--- config.mk ---
export PLATFORM = sky130hd
export DESIGN_NAME = bin_to_bcd_seq
export DESIGN_NICKNAME = d
export VERILOG_FILES = /design/src/rtl/bin_to_bcd_seq.sv
export SDC_FILE = /design/constraint.sdc
export NUM_CORES = 1
export LEC_CHECK = 0
export BUFFER_PORTS_ARGS = -buffer_cell sky130_fd_sc_hd__buf_2
export CELL_PAD_IN_SITES_DETAIL_PLACEMENT = 0
export CELL_PAD_IN_SITES_GLOBAL_PLACEMENT = 1
export CORE_MARGIN = 4
export CORE_UTILIZATION = 47
export DETAILED_ROUTE_END_ITERATION = 16
export GPL_TIMING_DRIVEN = 0
export HOLD_SLACK_MARGIN = 0.02
export PLACE_DENSITY = 0.83
export SYNTH_ARGS = -nofsm -noshare
export SYNTH_HDL_FRONTEND = slang
export SYNTH_SLANG_ARGS = --single-unit
export TNS_END_PERCENT = 1
--- constraint.sdc ---
create_clock -name clk -period 3.4 [get_ports clk]
set_input_delay 0.51 -clock clk [delete_from_list [all_inputs] [get_ports clk]]
set_output_delay 0.51 -clock clk [all_outputs]
set_load 0.005 [all_outputs]
--- src/rtl/bin_to_bcd_seq.sv ---
// Sequential double-dabble converter: binary product -> packed BCD for the display mux.
// Optional leading-zero blanking is enabled by defining BCD_LZB_EN.
module bin_to_bcd_seq #(
    parameter int BIN_W  = 14,
    parameter int DIGITS = 4
) (
    input  logic                  clk,
    input  logic                  reset,
    input  logic                  start,
    input  logic [BIN_W-1:0]      bin_in,
    output logic                  busy,
    output logic                  done,
    output logic                  ovf,
    output logic [4*DIGITS-1:0]   bcd_code
);

    localparam int ACC_W = 4 * (DIGITS + 1);
    localparam int OUT_W = 4 * DIGITS;
    localparam int CNT_W = $clog2(BIN_W + 1);
    localparam logic [CNT_W-1:0] CNT_LAST = CNT_W'(BIN_W - 1);

    function automatic logic [63:0] pow10(input int n);
        logic [63:0] p;
        p = 64'd1;
        for (int i = 0; i < n; i++) p = p * 64'd10;
        return p;
    endfunction

    localparam logic [63:0] LIMIT = pow10(DIGITS);

    typedef enum logic [1:0] {IDLE, SHIFT, FINISH} state_t;

    state_t             r_state, w_state_next;
    logic [BIN_W-1:0]   r_bin, w_bin_next;
    logic [ACC_W-1:0]   r_acc, w_acc_next;
    logic [CNT_W-1:0]   r_cnt, w_cnt_next;
    logic               r_pend, w_pend_next;
    logic [OUT_W-1:0]   r_bcd, w_bcd_next;
    logic               r_ovf, w_ovf_next;
    logic               r_done, w_done_next;
    logic               r_busy, w_busy_next;

    logic [ACC_W-1:0]       w_adj;
    logic [ACC_W+BIN_W-1:0] w_shift;
    logic [OUT_W-1:0]       w_result;
    logic                   w_ge_limit;

    assign w_ge_limit = ({{(64-BIN_W){1'b0}}, bin_in} >= LIMIT);

    // Add-3 correction on every digit, including the guard digit, in parallel.
    genvar gi;
    generate
        for (gi = 0; gi < DIGITS + 1; gi++) begin : g_adj
            assign w_adj[4*gi +: 4] = (r_acc[4*gi +: 4] >= 4'd5) ? r_acc[4*gi +: 4] + 4'd3
                                                                 : r_acc[4*gi +: 4];
        end
    endgenerate

    assign w_shift = {w_adj, r_bin} << 1;

`ifdef BCD_LZB_EN
    // Upper digits become 4'hF while they and everything above them are zero.
    generate
        for (gi = 0; gi < DIGITS; gi++) begin : g_lzb
            if (gi == 0) begin : g_units
                assign w_result[3:0] = r_acc[3:0];
            end else begin : g_upper
                logic w_blank;
                assign w_blank = (r_acc[OUT_W-1:4*gi] == '0);
                assign w_result[4*gi +: 4] = w_blank ? 4'hF : r_acc[4*gi +: 4];
            end
        end
    endgenerate
`else
    assign w_result = r_acc[OUT_W-1:0];
`endif

    always_comb begin
        w_state_next = r_state;
        w_bin_next   = r_bin;
        w_acc_next   = r_acc;
        w_cnt_next   = r_cnt;
        w_pend_next  = r_pend;
        w_bcd_next   = r_bcd;
        w_ovf_next   = r_ovf;
        w_done_next  = 1'b0;
        w_busy_next  = r_busy;
        case (r_state)
            IDLE: begin
                if (start) begin
                    w_bin_next   = bin_in;
                    w_acc_next   = '0;
                    w_cnt_next   = '0;
                    w_pend_next  = w_ge_limit;
                    w_busy_next  = 1'b1;
                    w_state_next = SHIFT;
                end
            end
            SHIFT: begin
                w_acc_next = w_shift[ACC_W+BIN_W-1:BIN_W];
                w_bin_next = w_shift[BIN_W-1:0];
                w_cnt_next = r_cnt + 1'b1;
                if (r_cnt == CNT_LAST) w_state_next = FINISH;
            end
            FINISH: begin
                // Saturate to all nines; the guard digit is never shown.
                w_bcd_next   = r_pend ? {DIGITS{4'h9}} : w_result;
                w_ovf_next   = r_pend;
                w_done_next  = 1'b1;
                w_busy_next  = 1'b0;
                w_state_next = IDLE;
            end
            default: w_state_next = IDLE;
        endcase
    end

    always_ff @(posedge clk or posedge reset) begin
        if (reset) begin
            r_state <= IDLE;
            r_bin   <= '0;
            r_acc   <= '0;
            r_cnt   <= '0;
            r_pend  <= 1'b0;
            r_bcd   <= '0;
            r_ovf   <= 1'b0;
            r_done  <= 1'b0;
            r_busy  <= 1'b0;
        end else begin
            r_state <= w_state_next;
            r_bin   <= w_bin_next;
            r_acc   <= w_acc_next;
            r_cnt   <= w_cnt_next;
            r_pend  <= w_pend_next;
            r_bcd   <= w_bcd_next;
            r_ovf   <= w_ovf_next;
            r_done  <= w_done_next;
            r_busy  <= w_busy_next;
        end
    end

    assign busy     = r_busy;
    assign done     = r_done;
    assign ovf      = r_ovf;
    assign bcd_code = r_bcd;

endmodule

======== After elaboration in Yosys (flattened, before gate mapping) ========
Index checks and enable logic that the tools add are counted.
word-level totals
  register bits ........................... 60
  bits in latches ......................... 0
  memory bits (writable) .................. 0
  memory bits (read-only) ................. 0
  input port bits ......................... 17
  output and inout bits ................... 19
  word-level logic and storage cells ...... 51
  memories kept ........................... 0
cells by class
  add/sub/neg operators ................... 6
  $mul .................................... 0
  divide/modulo/power cells ............... 0
  order comparisons ....................... 6
  equal/unequal tests ..................... 5
  shift operators ......................... 0
  mux-type cells .......................... 18
  bitwise operators ....................... 0
  reduce and logical (&&, ||, !) cells .... 7
operators with widths
  cell                  count
  $pmux 20 s2           1
  $pmux 14 s2           1
  $ge 4x3->1 const B    5
  $mux 20               1
  $mux 4                5
  $add 4x2->4 const B   4
  $mux 16               1
  $ge 14x14->1 const B  1
  $mux 14               1
  $pmux 4 s2            1
  $reduce_and 2->1      4
  $add 4x1->4 const B   1
  $eq 4x4->1 const B    1
  $mux 2                2
  $ne 2x2->1 const B    2
  $pmux 2 s2            1
  $reduce_bool 2->1     2
  $add 3x2->3 const B   1
  $mux 3                1
  $eq 2x1->1 const B    1
  $eq 2x2->1 const B    1
  $logic_not 2->1       1
  $mux 1                2
  $pmux 1 s2            1

======== Longest topological paths before layout ========
Gate-level depths: netlist (run 1).
  depth in word-level cells ............... 3
  mapped depth ............................ 6
  mapped depth without buffers ............ 6

======== Least setup slack after synthesis (run 1) ========
No wires, ideal clock.
  kind .................................... register to register
  start point ............................. reg r_acc[8]
  end point ............................... reg r_acc[10]
  setup time .............................. 0.083 ns
  arrival time ............................ 1.430 ns
  data required time ...................... 3.317 ns
  path slack .............................. 1.887 ns
  stages on the path, launching flop included .. 7
  path buffers ............................ 0
  period minus slack after synthesis ...... 1.513 ns
  cells stage by stage .................... dfrtp_1 > inv_1 > ha_1 > nand2b_1 > a21oi_1 > mux2_2 > o21ai_0
between the ends
  word-level cells in the longest chain between the ends .. 3
  elaborated cells between the ends (all ways) .. 4
  classes of those cells .................. add/sub: 1; order compare: 1; mux: 2
RTL lines
  item                                       RTL line  source
  start: declaration                         35        logic [ACC_W-1:0] r_acc, w_acc_next;
  start signal: assignment                   131       r_acc <= w_acc_next;
  $add 4x2->4 or $ge 4x3->1 (tied branches)  54        assign w_adj[4*gi +: 4] = (r_acc[4*gi +: 4] >= 4'd5) ? r_acc[4*gi +: 4] + 4'd3
  $mux 4 *                                   54
  $pmux 20 s2 *                              88        case (r_state)
Mark *: on every way between the ends. The rest lies on a longest branch, timed or not.
A chain may end at the register's enable or synchronous reset.

======== Final worst setup path (run 1) ========
  start point ............................. reg r_acc[0]
  end point ............................... reg r_acc[2]
The elaborated chain is that of the path after synthesis.

==> results.txt, run 1 <==
----------------------------------------------------
[Run status]
  Result of the run ... finished, final reports clean

[Placement]
  RePlAce Congestion ... 0.756
  IO buf count ... 35
  Cell total after placement ... 380
  Dpl hpwl ... 3990 µm

[Die]
  Starting density of the core ... 48.3%
  DIE HEIGHT ... 83.0 µm
  Num ports ... 36
  Total Die Area ... 0.00689 mm²
  Placeable core region ... 0.00547 mm²
  Width of the die ... 83.0 µm
  Number of placement rows ... 27

[Power and ir drop]
  Total leakage power ... 1.46 nW
  Power, Total ... 2.62 mW
  Power density normalized to cell area ... 866 mW/mm²
  Peak ir drop on the vdd network ... 0.368 mV

[CTS]
  Insertion delay to the later sink of the worst-skew pair ... 310 ps
  Postcts setup bufs ... 0
  Hold-fix buffer count after cts ... 0
  Count of H-tree levels built during CTS ... 2
  CTS Root Cell ... clkbuf_8
  Num CTS Buffers ... 5
  Clk buf depth ... 2
  Clock tree from TritonCTS ... yes
  Number of sinks driven by the clock tree ... 56
  Quantity of gates resized following cts ... 0
  Reg clk slew, reported paths ... 100 ps

[Global routing]
  Initial antenna violation count ... 0
  Global-route wire length before repair ... 9590 µm
  Maximum number of pins on one net before global-route repair ... 35
  Global route overflow ... 0
  GR Util All Layers ... 17.1%
  Vias in the first global route ... 2011

[STA]
  Number of hold-slack violations in the final timing report ... 0
  Portion of the clock cycle consumed by the worst path in the final layout ... 49.8%
  Setup violators final ... 0
  Max-slew violations ... 0
  Achievable clock frequency ... 590 MHz
  Setup total negative slack ... 0 ps
  Max transition margin ... 62.6%
  Worst Max-Slew Pin Slew ... 560 ps
  Worst setup skew after layout ... 9.67 ps
  RSZ-0062 raised after global routing ... no
  Clock period minus final worst setup slack ... 1690 ps

[Final layout]
  Count of antenna diodes in the layout ... 0
  Highest-count cells in the layout ignoring fill and taps ... nand2_1, dfrtp_1, buf_2
  Number of nets in the finished design ... 342
  Area growth, synth to finish ... 14.3%
  Leading cell type in the layout, fill and taps excluded ... nand2_1
  Fraction of final layout cells sized beyond drive strength 1 ... 19.6%
  Post-route non-filler standard cell count ... 388
  Filler cell count in the final layout ... 539

[Yosys]
  Library cell with the largest summed area after synthesis ... dfrtp_1
  Avg Inst Size Synth ... 9.72 µm²
  Number of warnings issued by yosys ... 0
  Number of storage elements in the synthesis netlist ... 56
  Leading post-synthesis cells by cell area ... dfrtp_1, nand2_1, o21ai_0, ha_1, a22oi_1
  Post-synthesis cell area ... 0.00264 mm²
  Gate count of the mapped netlist ... 272
  Sequential fraction of the synthesis area ... 53.0%
  Yosys cell types ... 29
  Post-synth top area share ... 53.0%
  Post-Synthesis Net Count ... 299

[Drt]
  Via count ... 2027
  Routed length per instance ... 14.0 µm
  Initial DRC count ... 111
  Residual DRC ... 0
  ANT nets after route ... 0
  Pre-Repair DR Iteration Count ... 4
  Via count normalized by instance count ... 5.22
  WL final ... 5450 µm

[Setup path]
  WS Path Type ... flop to flop
  Reg2Reg Capture Point ... r_acc[2]$_DFFE_PP0P_
  Kind of end point of the critical path ... flop
  Data required time of the worst path ... 3620 ps
  Worst setup SP type ... flop
  Number of cell instances on the worst register-to-register path ... 6
  Largest fanout on the critical path ... 4
  Reg-to-reg slack, setup ... 1710 ps
  Critical path data arrival time ... 1920 ps
  Startpoint of the worst-slack reg-to-reg timing path ... r_acc[0]$_DFFE_PP0P_

[Hold path]
  Hold crit path type ... primary input to asynchronous set/reset pin

[Run]
  Number of maximum-capacitance violations ... 0

----------------------------------------------------
-- routing by layer --
layer  routed length [µm]  global-route usage, %  up-vias  share of wire [%]
li1                     -                      -     1019                  -
met1                 2430                   21.5      966                 45
met2                 2740                   29.6       37                 50
met3                  214                   4.07        5                3.9
met4                   55                   4.01        0                1.0
met5                    0                      0        -                  0
-- worst max-delay path, stage by stage, from the launching register on --
cell	delay, ps
dfrtp_1	440
inv_1	140
ha_1	210
nand2b_1	80
a21oi_1	250
mux2_2	360
o21ai_0	140
-- through the flow --
stage	setup slack, ps	hold WS [ps]	util [%]	cell area (µm²)
final	1710	223	55.2	3020
after global routing	1600	251	55.2	3020
after CTS	1690	232	55.2	3020
after detailed placement	1710	463	53.5	2930
after global placement	751	455	53.1	2910
after floorplan	1520	445	-	2640
-- where the power goes --
part	switching (mW)	internal, mW	leakage, nW
Clock	0.217	0.166	0.0445
Sequential	0.201	0.934	0.722
Combinational	0.606	0.493	0.694
Total	1.02	1.59	1.46
-- flip-flops by register name, indices dropped and copies added, names as in the netlist --
signal and count:
bcd_code 16, r_acc 16, r_bin 14, r_cnt 4, r_state 2, busy 1
done 1, ovf 1, r_pend 1
-- kinds of logic after synthesis --
family | after synthesis | synth area share (%)
AO/OA/AOI/OAI | 66 | 14.8
XOR/XNOR | 5 | 1.66
adder cells (fa/ha/maj) | 10 | 4.73
buffers and inverters | 25 | 4.83
flip-flops | 56 | 53.0
multiplexers | 5 | 2.08
AND/OR/NAND/NOR | 105 | 18.8
-- cell usage after synthesis --
cell,instances
nand2_1,58
dfrtp_1,56
o21ai_0,33
nand3_1,16
a22oi_1,13
inv_1,11
nor2_1,11
ha_1,10
nand2b_1,8
a21oi_1,7
buf_2,6
nor3b_1,6
o31ai_1,6
a31oi_1,5
mux2_2,4
xnor2_1,4
buf_6,3
clkbuf_1,2
inv_2,2
nor2b_1,2
buf_4,1
mux2i_1,1
nand4_1,1
nor2_8,1
nor3b_4,1
nor4_1,1
o22a_1,1
o311ai_0,1
xor2_1,1
-- cell type report --
cell class	count	area (µm²)	area share [%]
Inverter	13	48.8	1.61
Clock buffer	7	86.3	2.86
Clock inverter	1	7.51	0.248
Buffer	12	78.8	2.61
Multi-Input combinational cell	191	1110	36.9
Timing Repair Buffer	36	195	6.46
Sequential cell	56	1400	46.4
Tap cell	72	90.1	2.98
-- how the worst max path moves through the flow --
stage | startpoint | to | depth (start not counted)
after floorplan | reset | bcd_code[0]$_DFFE_PP0P_ | 1
after global placement | reset | r_acc[15]$_DFFE_PP0P_ | 2
after detailed placement | r_acc[0]$_DFFE_PP0P_ | r_acc[2]$_DFFE_PP0P_ | 6
after CTS | r_acc[0]$_DFFE_PP0P_ | r_acc[2]$_DFFE_PP0P_ | 6
after global routing | r_acc[12]$_DFFE_PP0P_ | r_acc[14]$_DFFE_PP0P_ | 6
final | r_acc[0]$_DFFE_PP0P_ | r_acc[2]$_DFFE_PP0P_ | 6
Power figures use the tool's default switching activity.
==> inputs of run 2 (changes only) <==
--- a/config.mk
+++ b/config.mk
@@ -9,11 +9,11 @@
 export CELL_PAD_IN_SITES_DETAIL_PLACEMENT = 0
 export CELL_PAD_IN_SITES_GLOBAL_PLACEMENT = 1
 export CORE_MARGIN = 4
-export CORE_UTILIZATION = 47
+export CORE_UTILIZATION = 44
 export DETAILED_ROUTE_END_ITERATION = 16
 export GPL_TIMING_DRIVEN = 0
 export HOLD_SLACK_MARGIN = 0.02
-export PLACE_DENSITY = 0.83
+export PLACE_DENSITY = 0.78
 export SYNTH_ARGS = -nofsm -noshare
 export SYNTH_HDL_FRONTEND = slang
 export SYNTH_SLANG_ARGS = --single-unit
==> constraint.sdc (replaced) <==
create_clock -name clk -period 1.7 [get_ports clk]
set_input_delay 0.255 -clock clk [delete_from_list [all_inputs] [get_ports clk]]
set_output_delay 0.255 -clock clk [all_outputs]
set_load 0.005 [all_outputs]
==> run 2 against run 1 <==
Net effect: worst setup slack lost 1600 ps; critical path depth stayed put; power rose by 100%; via count about the same; sequential share of layout area is 0.44 points lower; combinational power grew 110%; routed wire length increased by 2.6%; register-to-register slack lost 1600 ps; non-clock buffer count up 1; clock-buffer cell count down 1; flip-flop and latch count unchanged; largest cell class unchanged; largest power group unchanged.
==> results.txt, run 2 (same netlist as run 1, synthesis figures left out) <==
----------------------------------------------------
[Setup path]
  Slowest cell on crit path ... dfrtp_1
  Largest fanout on the critical path ... 5 (+1)
  WS Path Type ... flop to flop
  Data required time of the worst path ... 1930 ps (-1690 ps)
  Number of cell instances on the worst register-to-register path ... 6 (unchanged)
  Worst setup SP type ... flop
  Startpoint of the worst-slack reg-to-reg timing path ... r_acc[8]$_DFFE_PP0P_
  Reg2Reg Capture Point ... r_acc[10]$_DFFE_PP0P_
  Slowest cell delay on critical path ... 460 ps (+20 ps)
  Setup crit end ... r_acc[10]$_DFFE_PP0P_
  Worst setup startpoint ... r_acc[8]$_DFFE_PP0P_
  Kind of end point of the critical path ... flop
  Cells along the critical path ... inv_1 -> ha_2 -> nand2b_1 -> a21oi_2 -> mux2_2 -> o21ai_0
  Critical path data arrival time ... 1840 ps (-80 ps)
  Reg-to-reg slack, setup ... 80 ps (-1620 ps)

[STA]
  Max-slew violations ... 0 (unchanged)
  Setup total negative slack ... 0 ps (unchanged)
  Worst setup skew after layout ... 7.80 ps (-1.87 ps)
  Setup violators final ... 0 (unchanged)
  Max transition margin ... 61.3% (-1.3 points)
  Worst Max-Slew Pin Slew ... 579 ps (+18.7 ps)
  Clock period minus final worst setup slack ... 1620 ps (-79.7 ps)
  Portion of the clock cycle consumed by the worst path in the final layout ... 95.0% (+45 points)
  Achievable clock frequency ... 619 MHz (+4.9%)
  RSZ-0062 raised after global routing ... no
  Worst Hold Slack ... 163 ps (-60.6 ps)
  Number of hold-slack violations in the final timing report ... 0 (unchanged)

[Global routing]
  Initial antenna violation count ... 0 (unchanged)
  GR Util All Layers ... 16.6% (-0.52 points)
  Maximum number of pins on one net before global-route repair ... 31 (-11%)
  Global-route wire length before repair ... 9710 µm (+1.2%)
  Global route overflow ... 0 (unchanged)
  Vias in the first global route ... 1959 (-2.6%)

[Die]
  Starting density of the core ... 46.6% (-1.7 points)
  Num ports ... 36 (unchanged)
  Width of the die ... 85.5 µm (+3.0%)
  Number of placement rows ... 27 (unchanged)
  Placeable core region ... 0.00568 mm² (+3.7%)
  Total Die Area ... 0.00731 mm² (+6.2%)
  DIE HEIGHT ... 85.5 µm (+3.0%)

[Drt]
  Residual DRC ... 0 (unchanged)
  ANT nets after route ... 0 (unchanged)
  WL final ... 5590 µm (+2.6%)
  Routed length per instance ... 14.4 µm (+2.3%)
  Pre-Repair DR Iteration Count ... 4 (unchanged)
  Via count normalized by instance count ... 5.21 (-0.21%)
  Initial DRC count ... 120 (+8.1%)
  Via count ... 2028 (+0.049%)

[Power and ir drop]
  Power dissipated by switching net loads ... 2.11 mW (+110%)
  Total leakage power ... 1.47 nW (+0.58%)
  Power share of the clock group ... 14.2% (-0.5 points)
  Combinational Power Share ... 42.8% (+0.8 points)
  Peak ir drop on the vdd network ... 0.734 mV (+99%)
  Switching share of total power ... 39.6% (+0.50 points)
  Internal Pwr Total ... 3.21 mW (+100%)
  Power density normalized to cell area ... 1740 mW/mm² (+100%)
  Seq pwr share ... 43.1% (-0.2 points)

[Final layout]
  Area of combinational cells with multiple inputs ... 0.00113 mm² (+1.8%)
  Area growth, synth to finish ... 15.4%
  Design area ... 0.00305 mm² (+0.95%)
  Count of antenna diodes in the layout ... 0 (unchanged)
  Fraction of final layout cells sized beyond drive strength 1 ... 22.4% (+2.8 points)
  Leading cell type in the layout, fill and taps excluded ... nand2_1
  Filler cell count in the final layout ... 563 (+4.5%)
  Number of nets in the finished design ... 343 (+0.29%)
  Register area ... 0.00140 mm² (unchanged)
  Highest-count cells in the layout ignoring fill and taps ... nand2_1, dfrtp_1, buf_2

[Run status]
  Result of the run ... finished, final reports clean

[Run]
  Number of maximum-capacitance violations ... 0 (unchanged)

[Hold path]
  Hold crit path type ... primary input to flop
  Hold Startpoint ... bin_in[1]
  Hold Path Cell Cnt ... 3

[CTS]
  Insertion delay to the later sink of the worst-skew pair ... 310 ps (about the same)
  Num CTS Buffers ... 5 (unchanged)
  Clock tree from TritonCTS ... yes
  Reg clk slew, reported paths ... 100 ps (about the same)
  Number of sinks driven by the clock tree ... 56 (unchanged)
  Count of H-tree levels built during CTS ... 2 (unchanged)
  Clk buf depth ... 2 (unchanged)
  CTS Root Cell ... clkbuf_8

[Placement]
  RePlAce Congestion ... 0.730 (-3.4%)
  IO buf count ... 35 (unchanged)
  Post-detailed-placement cell area ... 0.00293 mm² (unchanged)
  Dpl hpwl ... 4000 µm (+0.21%)

----------------------------------------------------
-- run 2: cell types whose count changed in the layout (fill, tap and decap cells not counted), sizes merged --
| cell | before | now |
|---|---|---|
| clkinvlp | 1 | 0 |
| clkinv | 0 | 2 |
| clkbuf | 9 | 8 |
| dlygate4sd3 | 0 | 1 |
-- run 2: worst min path at each step --
stage                              end  slack [ps]
2_1_floorplan    r_bin[10]$_DFFE_PP0P_         380
3_3_place_gp   bcd_code[8]$_DFFE_PP0P_         460
3_5_place_dp          busy$_DFFE_PP0P_         360
4_1_cts           r_bin[1]$_DFFE_PP0P_         160
5_1_grt           r_bin[3]$_DFFE_PP0P_         160
6_report          r_bin[1]$_DFFE_PP0P_         160
-- run 2: through the flow --
stage	utilization (%)	power [mW]	std cells	setup slack [ps]
floorplan	-	3.89	272	73.7
global placement	51.2	4.47	379	-714
detailed placement	51.6	4.54	380	4.93
CTS	53.5	5.33	389	36.0
global route	53.7	5.87	389	8.63
finish	53.7	5.32	389	84.8
-- run 2: timing repair --
item	CTS	global route
hold buffers	1	0
hold endpoints to repair	11	0
resized for setup	2	6
setup endpoints to repair	2	4
pin swaps	0	1
setup buffers	0	0
-- run 2: layout make-up --
cell class	count	area share, %
well taps	72	2.95
clock buffers	6	2.71
inverters	13	1.60
plain buffers	12	2.58
clock inverters	2	0.328
repair buffers	37	6.73
flip-flops and latches	56	45.9
multi-input cells	191	37.2
-- run 2: critical path: cells and delay by family, from the launching register on --
family	cells	cell delay (ps)
buf+inv	1	120
compound gates	2	350
flops	1	460
fa+ha+maj	1	190
simple gates	1	70
mux	1	350
-- run 2: power groups by stage --
| stage | Combinational, mW | Clock, mW | Sequential (mW) |
|---|---|---|---|
| after floorplan | 1.67 | 0 | 2.22 |
| after global placement | 2.18 | 0 | 2.29 |
| after detailed placement | 2.24 | 0 | 2.30 |
| after CTS | 2.28 | 0.778 | 2.28 |
| after global routing | 2.65 | 0.840 | 2.38 |
| final | 2.27 | 0.754 | 2.29 |
-- run 2: layer usage --
layer | wire length (µm) | global-route usage, %
met3 | 317 | 3.46
met1 | 2710 | 24.1
met5 | 0 | 0
met2 | 2510 | 25.4
met4 | 49 | 3.88
